### src/rtl/audiodac_upsampler.sv
// audiodac_upsampler: paces the delta-sigma modulator with a programmable
// output strobe and fills the gaps between source samples with linear
// interpolation or zero-order hold.
module audiodac_upsampler #(
  parameter int BW       = 16,
  parameter int OSR_LOG2 = 3,
  parameter int DIV_W    = 8
) (
  input  logic             clk_i,
  input  logic             rst_i,
  input  logic             en_i,
  input  logic             interp_en_i,
  input  logic [DIV_W-1:0] div_i,
  input  logic [BW-1:0]    data_i,
  output logic             data_rd_o,
  output logic [BW-1:0]    data_o,
  output logic             data_vld_o
);

  // acc holds base*2^OSR plus up to (2^OSR-1) deltas; one extra bit covers
  // the full-scale swing without wrapping.
  localparam int AW = BW + OSR_LOG2 + 1;

  logic [DIV_W-1:0]    div_cnt;
  logic [OSR_LOG2-1:0] phase;
  logic [BW-1:0]       x1, x1_next;
  logic [BW:0]         delta, delta_next;
  logic [AW-1:0]       acc, acc_next;
  logic [BW-1:0]       out_next;
  logic                run, tick, load;

  assign run  = en_i & ~rst_i;
  // >= so a mid-count decrease of div_i ticks at once instead of wrapping
  assign tick = run & (div_cnt >= div_i);
  assign load = tick & (phase == '0);
  assign data_rd_o = load;

  // Next-state values for the sample path, shared by both output modes
  always_comb begin
    x1_next    = x1;
    delta_next = delta;
    acc_next   = acc;
    if (load) begin
      x1_next    = data_i;
      delta_next = {data_i[BW-1], data_i} - {x1[BW-1], x1};
      // previous newest sample becomes the base of the new segment
      acc_next   = {{(OSR_LOG2+1){x1[BW-1]}}, x1} << OSR_LOG2;
    end else if (tick) begin
      acc_next   = acc + {{OSR_LOG2{delta[BW]}}, delta};
    end
    // dropping the low OSR_LOG2 bits of a two's complement value is a floor
    out_next = interp_en_i ? acc_next[OSR_LOG2 +: BW] : x1_next;
  end

  // Divider, phase, sample state and registered output; disable clears all
  always_ff @(posedge clk_i) begin
    if (!run) begin
      div_cnt    <= '0;
      phase      <= '0;
      x1         <= '0;
      delta      <= '0;
      acc        <= '0;
      data_o     <= '0;
      data_vld_o <= 1'b0;
    end else begin
      div_cnt    <= tick ? '0 : div_cnt + 1'b1;
      x1         <= x1_next;
      delta      <= delta_next;
      acc        <= acc_next;
      data_vld_o <= tick;
      if (tick) begin
        phase  <= phase + 1'b1;
        data_o <= out_next;
      end
    end
  end

endmodule

### config.mk
export PLATFORM = sky130hd
export DESIGN_NAME = audiodac_upsampler
export DESIGN_NICKNAME = d
export VERILOG_FILES = /design/src/rtl/audiodac_upsampler.sv
export SDC_FILE = /design/constraint.sdc
export NUM_CORES = 1
export LEC_CHECK = 0
export BUFFER_PORTS_ARGS = -buffer_cell sky130_fd_sc_hd__buf_4
export CORE_MARGIN = 3
export CORE_UTILIZATION = 50
export CTS_BUF_LIST = sky130_fd_sc_hd__clkbuf_8 sky130_fd_sc_hd__clkbuf_16
export DETAILED_ROUTE_END_ITERATION = 16
export GPL_TIMING_DRIVEN = 0
export MAX_ROUTING_LAYER = met4
export PLACE_DENSITY = 0.69
export SYNTH_ARGS = -nofsm -noshare
export SYNTH_HDL_FRONTEND = slang
export SYNTH_SLANG_ARGS = --single-unit
### constraint.sdc
create_clock -name clk_i -period 7.9 [get_ports clk_i]
set_input_delay 1.58 -clock clk_i [delete_from_list [all_inputs] [get_ports clk_i]]
set_output_delay 1.58 -clock clk_i [all_outputs]
set_load 0.02 [all_outputs]
; ---- Yosys cells after proc, flatten, opt, wreduce, memory -nomap -nowiden
; Index checks and enable logic that the tools add are counted.
; W data, S select, Z words.
[totals]
ff_bits = 81
out_inout_bits = 18
memories = 0
in_bits = 28
mem_bits_rw = 0
elab_cells = 27
mem_bits_ro = 0
latch_bits = 0
[classes]
n_reduce_logical = 4
n_bitwise = 5
n_addsub = 4
div_mod_pow = 0
mul = 0
magnitude_cmp = 1
n_eq_ne = 0
shifts = 0
n_mux = 4
[ops]
columns = operator, count
row1 = $mux W20, 2
row2 = $mux W16, 2
row3 = $add A20 B20 Y20, 1
row4 = $sub A16 B16 Y17, 1
row5 = $add A8 B1 Y8 const B, 1
row6 = $ge A8 B8 Y1, 1
row7 = $reduce_or A2 Y1, 2
row8 = $add A3 B1 Y3 const B, 1
row9 = $and A1 B1 Y1, 3
row10 = $logic_not A3 Y1, 1
row11 = $not A1 Y1, 2
row12 = $reduce_bool A2 Y1, 1

; ---- Longest topological paths before layout
[depth]
depth_word = 6
depth_mapped = 13
ltp_nobuf = 12

; ---- Least setup slack after synthesis
; Ideal clock, no wire load.
[synth_path]
kind = input-to-output
startpoint = in div_i[6]
endpoint = out data_rd_o
path_buffers = 2
path_slack_ns = 3.151
required_ns = 6.320
t_arrival_ns = 3.169
path_stages = 10
cell_sequence = inv_1 > ha_1 > nand2_1 > nor3_1 > a211oi_2 > nor2_1 > nand2_2 > inv_2 > buf_4 > buf_2
[synth_between]
elab_chain_len = 3
[synth_lines]
columns = item, line
row1 = from (decl), 13  ; input logic [DIV_W-1:0] div_i,
row2 = $ge A8 B8 Y1, 34  ; assign tick = run & (div_cnt >= div_i);
row3 = $and A1 B1 Y1, 34
row4 = $and A1 B1 Y1, 35  ; assign load = tick & (phase == '0);
row5 = to (decl), 15  ; output logic data_rd_o,
; Every way passes these cells.

; ---- Worst setup path after layout
; Ends and elaborated chain as after synthesis.

==> load_flow_metrics.sql <==
INSERT INTO impl_metrics (metric_group, metric, value, unit) VALUES
('run_status', 'run_status', 'complete, no violations', ''),
('logic_synthesis', 'synth.avg_cell_area', '8.003', 'um2'),
('run', 'maxCapViolations', '0', ''),
('placement', 'detailed_place.area', '0.005429', 'mm2'),
('setup_path', 'critPathTopFamily', 'buffers and inverters', ''),
('cts', 'ctsResizeCount', '0', ''),
('timing', 'achievable-frequency', '182.0', 'MHz'),
('die', 'overall_die_height', '105.3', 'um'),
('logic_synthesis', 'synthesis.area', '0.004930', 'mm2'),
('cts', 'cts_buffers', '9', ''),
('placement', 'portBuffers', '45', ''),
('finish', 'multi_input_comb_area', '0.003069', 'mm2'),
('logic_synthesis', 'syn-num-nets', '691', ''),
('timing', 'setup-violations-final', '0', ''),
('cts', 'postCtsSetupRepairBufs', '0', ''),
('power', 'power_per_cell_area', '145.8', 'mW/mm2'),
('detailed_routing', 'detail_route.first_pass.iterations', '5', ''),
('finish', 'final_net_count', '747', ''),
('logic_synthesis', 'synth_edf_count', '0', ''),
('die', 'full_die_area', '0.01109', 'mm2'),
('global_route', 'antenna_found_initial', '0', ''),
('detailed_routing', 'detail-route-antenna-nets', '0', ''),
('die', 'initial_utilization', '0.5236', ''),
('logic_synthesis', 'synthCells', '616', ''),
('timing', 'worst_max_slew_margin_expressed_relative_to_the_limit', '0.5022', ''),
('timing', 'slew_limit_fails', '0', ''),
('detailed_routing', 'drt-total-wl', '14640', 'um'),
('global_route', 'grt_pass1_vias', '4404', ''),
('cts', 'clock_latency', '0.35', 'ns'),
('placement', 'place_hpwl', '11310', 'um'),
('timing', 'final.period_utilization', '0.6956', ''),
('global_route', 'largest_net_degree_at_the_start_of_global_routing', '15', ''),
('cts', 'path_clk_slew', '0.08', 'ns'),
('timing', 'rsz0062_at_grt', 'false', ''),
('timing', 'max_slew.worst_pin.slew', '0.7467', 'ns'),
('finish', 'finalInstanceArea', '0.005657', 'mm2'),
('power', 'max-vdd-ir-drop', '0.07257', 'mV'),
('setup_path', 'worst_path_arrival_time', '3.92', 'ns'),
('global_route', 'grt_overflow', '0', ''),
('cts', 'htreeDepth', '3', ''),
('setup_path', 'timing.critical_path.slowest_stage_cell', 'sky130_fd_sc_hd__buf_2', ''),
('setup_path', 'cp-start-kind', 'input port', ''),
('global_route', 'grt_use_total', '0.2728', ''),
('logic_synthesis', 'sequential_area_share_after_synthesis', '0.3249', ''),
('finish', 'antenna-diode-count', '0', ''),
('setup_path', 'crit_path_max_fanout', '10', ''),
('timing', 'finalCriticalPeriod', '5.496', 'ns'),
('setup_path', 'critical-path-top-cell-by-count', 'sky130_fd_sc_hd__buf_4', ''),
('cts', 'cts.root.buffer_cell', 'sky130_fd_sc_hd__clkbuf_8', ''),
('timing', 'timing_hold_violations_final', '0', ''),
('cts', 'clock_sinks', '80', ''),
('cts', 'tritoncts_clock_tree', 'done', ''),
('power', 'power.leakage', '2.372', 'nW'),
('setup_path', 'buf_inv_on_cp', '6', ''),
('logic_synthesis', 'synth_cell_type_count', '54', ''),
('finish', 'drive_above_1_share', '0.1064', ''),
('cts', 'ctsHoldBuffers', '0', ''),
('logic_synthesis', 'synthArstFlopShare', '0', ''),
('timing', 'clock-skew-final', '0.01382', 'ns'),
('setup_path', 'crit_required', '6.32', 'ns'),
('die', 'coreArea', '0.009415', 'mm2'),
('die', 'rows', '35', ''),
('die', 'io_pins', '46', ''),
('setup_path', 'worstSetupEndpointType', 'output port', ''),
('cts', 'cts_buffer_depth', '2', ''),
('finish', 'fillerInstances', '880', ''),
('detailed_routing', 'drt-initial-drc-count', '312', ''),
('finish', 'area.sequential', '0.001602', 'mm2'),
('die', 'die_width', '105.3', 'um'),
('finish', 'layout.cells.most_common', 'sky130_fd_sc_hd__dfxtp_1', ''),
('detailed_routing', 'via_per_inst', '5.850', '');
synth_stat cells, types with 6 or more instances:
master / number / area, um2
sky130_fd_sc_hd__a211oi_1: 10 / 75.07
sky130_fd_sc_hd__a21o_1: 10 / 75.07
sky130_fd_sc_hd__a21oi_1: 50 / 250.2
sky130_fd_sc_hd__a31oi_1: 9 / 56.30
sky130_fd_sc_hd__and3_1: 7 / 43.79
sky130_fd_sc_hd__clkbuf_1: 21 / 78.83
sky130_fd_sc_hd__dfxtp_1: 80 / 1602
sky130_fd_sc_hd__ha_1: 45 / 563.0
sky130_fd_sc_hd__inv_1: 35 / 131.4
sky130_fd_sc_hd__mux2i_1: 10 / 100.1
sky130_fd_sc_hd__nand2_1: 51 / 191.4
sky130_fd_sc_hd__nand2b_1: 7 / 43.79
sky130_fd_sc_hd__nand3_1: 35 / 175.2
sky130_fd_sc_hd__nor2_1: 68 / 255.2
sky130_fd_sc_hd__nor3_1: 8 / 40.04
sky130_fd_sc_hd__o211ai_1: 6 / 45.04
sky130_fd_sc_hd__o21a_1: 7 / 52.55
sky130_fd_sc_hd__o21ai_0: 38 / 190.2
sky130_fd_sc_hd__o21ai_1: 8 / 40.04
sky130_fd_sc_hd__o21bai_1: 6 / 45.04
sky130_fd_sc_hd__o221ai_1: 6 / 52.55
sky130_fd_sc_hd__xnor2_1: 16 / 140.1
sky130_fd_sc_hd__xor2_1: 16 / 140.1
cell type report:
type | count | share of cell area
clock inverters | 6 | 0.01593
repair buffers | 45 | 0.05972
plain buffers | 29 | 0.02123
inverters | 37 | 0.02455
well taps | 129 | 0.02853
clock buffers | 10 | 0.02433
flip-flops and latches | 80 | 0.2831
multi-input cells | 470 | 0.5426
worst reg2reg max path, cell delays in order, from the launching register on:
cell and delay (ns):
sky130_fd_sc_hd__dfxtp_1 0.42, sky130_fd_sc_hd__inv_1 0.06, sky130_fd_sc_hd__ha_1 0.26, sky130_fd_sc_hd__nand2b_1 0.14, sky130_fd_sc_hd__a211o_1 0.33, sky130_fd_sc_hd__a211oi_2 0.28
sky130_fd_sc_hd__nor2_1 0.15, sky130_fd_sc_hd__nand2_2 0.23, sky130_fd_sc_hd__inv_2 0.13, sky130_fd_sc_hd__buf_4 0.22, sky130_fd_sc_hd__buf_2 0.22, sky130_fd_sc_hd__a21oi_1 0.26
sky130_fd_sc_hd__o221ai_1 0.15
stage by stage:
step                utilization  std cells  setup WS [ns]  hold slack, ns  power [W]
floorplan                     -        616          3.151          0.4356  0.0004568
global placement         0.5766        790          2.470          0.4458  0.0004830
detailed placement       0.5766        790          2.401          0.4541  0.0004847
CTS                      0.6008        806          2.416          0.4678  0.0008234
global route             0.6008        806          2.224          0.5064  0.0008509
finish                   0.6008        806          2.404          0.4680  0.0008247
metal layers:
layer / part of all wire / track usage
met4: 0.022 / 0.07779
met1: 0.47 / 0.3735
met2: 0.44 / 0.4199
met5: 0 / -
met3: 0.070 / 0.04103
cells by family (layout without fill, tap and decap cells):
group | count (synthesis) | in the layout | share of synthesized area
AND/OR/NAND/NOR | 199 | 199 | 0.1832
AO/OA/AOI/OAI | 182 | 182 | 0.2398
flip-flops | 80 | 80 | 0.3249
buffers and inverters | 66 | 127 | 0.05254
adder cells (fa/ha/maj) | 47 | 47 | 0.1223
XOR/XNOR | 32 | 32 | 0.05685
multiplexers | 10 | 10 | 0.02031
registers in the layout (all words and copies together), names as in the netlist:
name,cells
acc,19
delta,17
data_o,16
x1,16
div_cnt,8
phase,3
data_vld_o,1
power by group:
group,internal [W],switching (W),total (W)
Sequential,0.000404,0.00000101,0.000405
Combinational,0.0000296,0.0000415,0.0000711
Clock,0.000188,0.000161,0.000349
Total,0.000621,0.000203,0.000825
final timing paths:
check                        start                      to  cells past startpoint
min            acc[2]$_SDFFE_PP0N_     acc[2]$_SDFFE_PP0N_                      2
max                       div_i[6]               data_rd_o                     12
max reg2reg  div_cnt[0]$_SDFF_PP0_  data_o[7]$_SDFFE_PN0N_                     12
min reg2reg    acc[2]$_SDFFE_PP0N_     acc[2]$_SDFFE_PP0N_                      2
Note: power is estimated with default switching activity, not from simulation.
